--- src/rtl/dual_issue_scheduler_pkg.sv ---
// Shared types for the dual-issue scheduler: register address width, FSM
// state encoding, the hold-entry layout and the slot view used by pair_check.
package dual_issue_scheduler_pkg;

    localparam int unsigned RF_ADDR_WIDTH = 5;

    typedef logic [RF_ADDR_WIDTH-1:0] regAddr_t;

    typedef enum logic [0:0] {
        S_NORMAL = 1'b0,
        S_HOLD   = 1'b1
    } schedState_t;

    // Fields kept alongside the held payload while slot 1 waits to issue
    typedef struct packed {
        regAddr_t rs1;
        regAddr_t rs2;
        regAddr_t rd;
        logic     wb;
        logic     ld;
    } holdMeta_t;

    // Per-slot view consumed by the pairing/hazard checker
    typedef struct packed {
        regAddr_t rs1;
        regAddr_t rs2;
        regAddr_t rd;
        logic     wb;
        logic     mem;
        logic     ctl;
    } slotInfo_t;

    // A nonzero source register matching the rd of a load currently in EX
    function automatic logic srcHit(regAddr_t rs, logic ldv, regAddr_t ldRd);
        return (rs != '0) && ldv && (rs == ldRd);
    endfunction

endpackage

--- src/rtl/dual_issue_scheduler_pair_check.sv ---
// Combinational pairing and load-use hazard checks for the decoded pair.
module dual_issue_scheduler_pair_check
    import dual_issue_scheduler_pkg::*;
(
    input  slotInfo_t slot0,
    input  slotInfo_t slot1,
    input  logic      ldv0,
    input  logic      ldv1,
    input  regAddr_t  ldrd0,
    input  regAddr_t  ldrd1,
    output logic      raw,
    output logic      waw,
    output logic      struct_split,
    output logic      luse0,
    output logic      luse1
);

    // Lane 0 owns the memory port, so a memory op in slot 0 never forces a split
    logic unusedSlotBits;
    assign unusedSlotBits = slot0.mem;

    function automatic logic loadUse(slotInfo_t s, logic v0, regAddr_t r0,
                                     logic v1, regAddr_t r1);
        return srcHit(s.rs1, v0, r0) | srcHit(s.rs2, v0, r0) |
               srcHit(s.rs1, v1, r1) | srcHit(s.rs2, v1, r1);
    endfunction

    // Intra-pair dependences, lane restrictions and EX-load hazards
    always_comb begin
        raw          = slot0.wb && (slot0.rd != '0) &&
                       ((slot1.rs1 == slot0.rd) || (slot1.rs2 == slot0.rd));
        waw          = slot0.wb && slot1.wb && (slot0.rd != '0) &&
                       (slot0.rd == slot1.rd);
        struct_split = slot1.mem | slot0.ctl | slot1.ctl;
        luse0        = loadUse(slot0, ldv0, ldrd0, ldv1, ldrd1);
        luse1        = loadUse(slot1, ldv0, ldrd0, ldv1, ldrd1);
    end

endmodule

--- src/rtl/dual_issue_scheduler.sv ---
// Dual-issue scheduler between the IF/ID pair register and ID/EX: pairs,
// splits or bubbles the decoded pair and tracks loads currently in EX.
module dual_issue_scheduler
    import dual_issue_scheduler_pkg::*;
#(
    parameter int unsigned PAYLOAD_W = 128,
    parameter int unsigned CNT_W     = 32
) (
    input  logic                 clk,
    input  logic                 rst_n,
    input  logic                 dec_valid_0,
    input  logic                 dec_valid_1,
    input  logic [PAYLOAD_W-1:0] dec_pay_0,
    input  logic [PAYLOAD_W-1:0] dec_pay_1,
    input  logic [4:0]           dec_rs1_0,
    input  logic [4:0]           dec_rs2_0,
    input  logic [4:0]           dec_rd_0,
    input  logic [4:0]           dec_rs1_1,
    input  logic [4:0]           dec_rs2_1,
    input  logic [4:0]           dec_rd_1,
    input  logic                 dec_wb_0,
    input  logic                 dec_wb_1,
    input  logic                 dec_ld_0,
    input  logic                 dec_ld_1,
    input  logic                 dec_mem_0,
    input  logic                 dec_mem_1,
    input  logic                 dec_ctl_0,
    input  logic                 dec_ctl_1,
    input  logic                 pipe_stall,
    input  logic                 flush,
    output logic                 dec_ready,
    output logic                 iss_valid_0,
    output logic                 iss_valid_1,
    output logic [PAYLOAD_W-1:0] iss_pay_0,
    output logic [PAYLOAD_W-1:0] iss_pay_1,
    output logic [CNT_W-1:0]     split_cnt,
    output logic [CNT_W-1:0]     bubble_cnt
);

    schedState_t          state;
    schedState_t          nextState;
    logic [PAYLOAD_W-1:0] holdPay;
    holdMeta_t            holdMeta;
    logic                 ldv0;
    logic                 ldv1;
    regAddr_t             ldrd0;
    regAddr_t             ldrd1;

    slotInfo_t            chkSlot0;
    slotInfo_t            chkSlot1;
    logic                 raw;
    logic                 waw;
    logic                 structSplit;
    logic                 luse0;
    logic                 luse1;
    logic                 pairSplit;

    logic                 readyRaw;
    logic                 issV0;
    logic                 issV1;
    logic [PAYLOAD_W-1:0] issPay0;
    regAddr_t             issRd0;
    logic                 issLd0;
    logic                 bubble;
    logic                 doSplit;

    // Lane-0 candidate is the held entry in HOLD, otherwise decode slot 0
    always_comb begin
        chkSlot1 = '{rs1: dec_rs1_1, rs2: dec_rs2_1, rd: dec_rd_1,
                     wb: dec_wb_1, mem: dec_mem_1, ctl: dec_ctl_1};
        if (state == S_HOLD) begin
            chkSlot0 = '{rs1: holdMeta.rs1, rs2: holdMeta.rs2, rd: holdMeta.rd,
                         wb: holdMeta.wb, mem: 1'b0, ctl: 1'b0};
            issPay0  = holdPay;
            issRd0   = holdMeta.rd;
            issLd0   = holdMeta.ld;
        end else begin
            chkSlot0 = '{rs1: dec_rs1_0, rs2: dec_rs2_0, rd: dec_rd_0,
                         wb: dec_wb_0, mem: dec_mem_0, ctl: dec_ctl_0};
            issPay0  = dec_pay_0;
            issRd0   = dec_rd_0;
            issLd0   = dec_ld_0;
        end
    end

    dual_issue_scheduler_pair_check uPairCheck (
        .slot0        (chkSlot0),
        .slot1        (chkSlot1),
        .ldv0         (ldv0),
        .ldv1         (ldv1),
        .ldrd0        (ldrd0),
        .ldrd1        (ldrd1),
        .raw          (raw),
        .waw          (waw),
        .struct_split (structSplit),
        .luse0        (luse0),
        .luse1        (luse1)
    );

    assign pairSplit = raw | waw | structSplit | luse1;

    // Next-state and issue decision; flush overrides stall, stall freezes all
    always_comb begin
        nextState = state;
        readyRaw  = 1'b0;
        issV0     = 1'b0;
        issV1     = 1'b0;
        bubble    = 1'b0;
        doSplit   = 1'b0;
        if (flush) begin
            readyRaw  = 1'b1;
            nextState = S_NORMAL;
        end else if (!pipe_stall) begin
            case (state)
                S_NORMAL: begin
                    if (!dec_valid_0) begin
                        readyRaw = 1'b1;
                    end else if (luse0) begin
                        bubble = 1'b1;
                    end else if (!dec_valid_1) begin
                        issV0    = 1'b1;
                        readyRaw = 1'b1;
                    end else if (pairSplit) begin
                        issV0     = 1'b1;
                        doSplit   = 1'b1;
                        nextState = S_HOLD;
                    end else begin
                        issV0    = 1'b1;
                        issV1    = 1'b1;
                        readyRaw = 1'b1;
                    end
                end
                S_HOLD: begin
                    if (luse0) begin
                        bubble = 1'b1;
                    end else begin
                        issV0     = 1'b1;
                        readyRaw  = 1'b1;
                        nextState = S_NORMAL;
                    end
                end
                default: nextState = S_NORMAL;
            endcase
        end
    end

    assign dec_ready   = rst_n & readyRaw;
    assign iss_valid_0 = rst_n & issV0;
    assign iss_valid_1 = rst_n & issV1;
    assign iss_pay_0   = issPay0;
    assign iss_pay_1   = dec_pay_1;

    // State register
    always_ff @(posedge clk) begin
        if (!rst_n) begin
            state <= S_NORMAL;
        end else begin
            state <= nextState;
        end
    end

    // Hold buffer captures slot 1 when a pair is split
    always_ff @(posedge clk) begin
        if (!rst_n || flush) begin
            holdPay  <= '0;
            holdMeta <= '0;
        end else if (doSplit) begin
            holdPay  <= dec_pay_1;
            holdMeta <= '{rs1: dec_rs1_1, rs2: dec_rs2_1, rd: dec_rd_1,
                          wb: dec_wb_1, ld: dec_ld_1};
        end
    end

    // EX-load trackers follow what enters ID/EX; bubbles and flushes clear them
    always_ff @(posedge clk) begin
        if (!rst_n || flush) begin
            ldv0  <= 1'b0;
            ldv1  <= 1'b0;
            ldrd0 <= '0;
            ldrd1 <= '0;
        end else if (!pipe_stall) begin
            if (bubble) begin
                ldv0  <= 1'b0;
                ldv1  <= 1'b0;
                ldrd0 <= '0;
                ldrd1 <= '0;
            end else begin
                ldv0  <= issV0 & issLd0;
                ldv1  <= issV1 & dec_ld_1;
                ldrd0 <= issRd0;
                ldrd1 <= dec_rd_1;
            end
        end
    end

    // Performance counters, wrapping naturally at 2^CNT_W
    always_ff @(posedge clk) begin
        if (!rst_n) begin
            split_cnt  <= '0;
            bubble_cnt <= '0;
        end else begin
            if (doSplit) begin
                split_cnt <= split_cnt + CNT_W'(1);
            end
            if (bubble) begin
                bubble_cnt <= bubble_cnt + CNT_W'(1);
            end
        end
    end

endmodule

--- config.mk ---
export PLATFORM = sky130hd
export DESIGN_NAME = dual_issue_scheduler
export DESIGN_NICKNAME = d
export VERILOG_FILES = /design/src/rtl/dual_issue_scheduler_pkg.sv /design/src/rtl/dual_issue_scheduler_pair_check.sv /design/src/rtl/dual_issue_scheduler.sv
export SDC_FILE = /design/constraint.sdc
export NUM_CORES = 1
export LEC_CHECK = 0
export ABC_AREA = 1
export BUFFER_PORTS_ARGS = -buffer_cell sky130_fd_sc_hd__buf_4
export CORE_AREA = 2 2 242 244
export DETAILED_ROUTE_END_ITERATION = 8
export DIE_AREA = 0 0 244 246
export HOLD_SLACK_MARGIN = 0.02
export PLACE_DENSITY = 0.55
export SLEW_MARGIN = 20
export SYNTH_ARGS = -nofsm -noshare
export SYNTH_HDL_FRONTEND = slang
export SYNTH_HIERARCHICAL = 1
export SYNTH_SLANG_ARGS = --single-unit
--- constraint.sdc ---
create_clock -name clk -period 10.8 [get_ports clk]
set_clock_uncertainty 0.2 [all_clocks]
set_input_delay 2.7 -clock clk [delete_from_list [all_inputs] [get_ports clk]]
set_output_delay 2.7 -clock clk [all_outputs]
set_load 0.01 [all_outputs]
==> results.txt <==
- Setup repair after global routing missed its margin: false
- The largest individual stage delay along the critical path comes from the cell sky130_fd_sc_hd__nor4_1.
* Most prevalent standard cell on the critical path: sky130_fd_sc_hd__nand2_1
* Standard-cell rows: 88
- Leakage power figure: 7.95 nW
- Count of instances resized after the clock tree is built: 0
- F_max: 124 MHz
* Initial DRT Pass Iterations: 7
* Tightest Pin Transition: 1.33 ns
- Worst VDD drop: 0.000111 V
- Summing every instance area after synthesis gives 12,700 um^2.
* Finished Core Util: about a third
- The max-slew violation count came to 0.
- Category of the worst setup path capture point: primary output
- Maximum root-to-sink buffer count: 3
- Entering global routing, the biggest net connects between 200 and 250 pins.
- Part of the total power dissipated in sequential elements: 38.4%
* Root buffer cell: sky130_fd_sc_hd__clkbuf_16
- Path category of the worst min-delay check: flip-flop to flip-flop
- The worst path needs 8.05 ns of the cycle, external delays included.
* Die extent in x: 244 um
* Power per cell area: 120 nW/um^2
- Total power of the final layout: 0.00217 W
- TritonCTS built the clock tree.
- Hold timing on the final database bottoms out at a slack of 0.243 ns.
* Max-cap violation count: 0
* Final number of hold-violating endpoints: 0
- Using the TritonRoute via totals, the vias-per-cell ratio works out to approximately 4.2.
* Cell Chain, Critical Path: buf_4 > nand2_1 > o21ai_0 > inv_1 > nand2_1 > nand2_1 > nor2_1 > nand2_1 > nor2_1 > nor2_1 > nand2_1 > inv_2 > nand2_2 > nor2_4 > inv_1 > nor4_1 > buf_4
- The routed layout has 13,607 vias.
* Routed length per instance: around 15 um
- Nets: 2,747
- In the finished design, the share of the clock period the worst path needs comes to roughly three quarters.
- The number of hold buffers added after CTS was 0.
* Die ar.: 60,000 um^2
* Final ANT Viol Nets: 0
- The area growth from synthesis to layout is 42.4%.
- Internal power of the cells: 0.00160 W
- Place WS: around 2.7 ns
* Die Ht: 246 um
- Combinational power share: 15.7%
* Proportion of power drawn by the clock network: 45.9%
- Worst setup margin: between 2 and 3 ns
* Detailed-placement wirelength estimate: 36,900 um
- Peak per-stage delay on the critical path: 0.42 ns
* Number of input and output port buffers inserted: 621
- Global routing used 15.1% of the available tracks.
- The first global-routing pass estimated 72,000 um of wire.
* H-tree depth: 1
* Outcome: finished clean
* Share of post-route cells with drive strength above 1: 28.7%
* Yosys Warn Count: 6
- Post-Synthesis Net Count: 2,308
- Final estimated routing congestion in global placement: 0.885
- The number of setup buffers added after CTS is 0.
- Setup violations remaining at the end of the flow were counted as 0.
- The later pin in the worst-skew pair is clocked with a latency of a little under 0.6 ns.
- Post-Route Setup TNS: 0 ns
* Initial detailed-routing violation count: around 660
* Total detailed-routing wirelength: 48,600 um
* Startpoint type of the worst setup path: input port
- Antenna violations before repair: 9
- After technology mapping, the gate count stands at 2,006.
- Count of unresolved DRC violations after routing: 0
- The number of buffers and inverters on the critical path is 5.
* Switching part of the total: a little over a quarter
* Worst setup slack for register-to-register paths: between 5 and 6 ns
* Worst EP arrival: 5.15 ns
- For this design, the sink count on the clock tree is 222.
- Switching power: about 0.00057 W
* Core area: 57,400 um^2
* Endpoint required time on the critical path: ~7.9 ns
- During I/O placement, the number of pins put on the boundary was 623.
- Critical Path Fanout Max: 10
- Relative slew margins: 11.6%
- Cell class contributing the biggest share of worst-path delay: simple AND/OR/NAND/NOR gates
- Avg Synthesized Cell Area: between 6 and 7 um^2
* TritonCTS Buffers: 30
- The via count of the first global-routing pass was 12,366.
* Clock-pin slew on the worst setup and hold paths: 0.06 ns
- The total overflow left after global routing is 0.
* Type of the worst setup path: input port to primary output
* Initial cell density of the core: 22.1%
-- cell type report --
type / count / area [um^2]
Fill cell: 6375 / 39300
Multi-Input combinational cell: 1295 / 5910
Timing Repair Buffer: 628 / 4750
Sequential cell: 222 / 4440
Inverter: 268 / 1010
Tap cell: 765 / 957
Clock buffer: 47 / 926
Clock inverter: 6 / 60.1
Antenna cell: 2 / 5.00
-- worst register-to-register path, delay by kind of cell (launching register included) --
kind	cells	cell delay [ns]
AND/OR/NAND/NOR	13	2.34
buffers and inverters	6	1.98
AO/OA/AOI/OAI	2	0.59
flip-flops	1	0.42
-- final timing paths --
check,start,end,depth (start not counted)
setup reg to reg,state,split_cnt[19],21
hold reg to reg,holdPay[29],holdPay[29],2
hold / removal,holdPay[29],holdPay[29],2
setup / recovery,dec_rs2_0[3],iss_valid_1,17
-- layer usage --
layer  GRT usage [%]  vias to the layer above  share of wire [%]
met3            3.86                       47                6.7
met1            18.8                     6051                 42
met2            26.4                      373                 49
li1                -                     7124                  -
met4            3.01                       12                1.8
met5               0                        -               0.16
-- cell usage in the layout (no fill, tap or decap), types with 3 or more instances in the layout --
cell and instances:
sky130_fd_sc_hd__buf_4 626, sky130_fd_sc_hd__nor3b_1 4, sky130_fd_sc_hd__inv_1 257, sky130_fd_sc_hd__dfxtp_1 222
sky130_fd_sc_hd__nand3_1 40, sky130_fd_sc_hd__nor2_1 180, sky130_fd_sc_hd__clkbuf_16 31, sky130_fd_sc_hd__nand2_2 5
sky130_fd_sc_hd__nor2_4 4, sky130_fd_sc_hd__inv_2 10, sky130_fd_sc_hd__clkinv_2 3, sky130_fd_sc_hd__a31oi_1 3
sky130_fd_sc_hd__o21bai_1 3, sky130_fd_sc_hd__xor2_1 12, sky130_fd_sc_hd__nor2_2 7, sky130_fd_sc_hd__clkbuf_1 7
sky130_fd_sc_hd__nor3_1 10, sky130_fd_sc_hd__clkbuf_8 9, sky130_fd_sc_hd__nand2_1 468, sky130_fd_sc_hd__a21oi_1 191
sky130_fd_sc_hd__nand4_1 28, sky130_fd_sc_hd__o21ai_0 320, sky130_fd_sc_hd__xnor2_1 4
-- flip-flops by register name (all words and copies together) (netlist names) --
| register | flops |
|---|---|
| ldrd1 | 5 |
| bubble_cnt | 32 |
| holdPay | 128 |
| ldv0 | 1 |
| holdMeta | 17 |
| ldrd0 | 5 |
| ldv1 | 1 |
| split_cnt | 32 |
| state | 1 |
-- power by group through the flow --
stage          logic, W  registers (W)  clock network (W)
2_1_floorplan  0.000165       0.000850                  0
3_3_place_gp   0.000343       0.000851                  0
3_5_place_dp   0.000343       0.000851                  0
4_1_cts        0.000344       0.000833            0.00104
5_1_grt        0.000374       0.000834            0.00107
6_report       0.000340       0.000833           0.000995
-- through the flow --
step	instance area [um^2]	instances
floorplan	12700	2006
global placement	17000	3177
detailed placement	17100	3178
CTS	18100	3231
global route	18100	3231
finish	18100	3233
No activity file was read; power rests on OpenSTA's default activity.
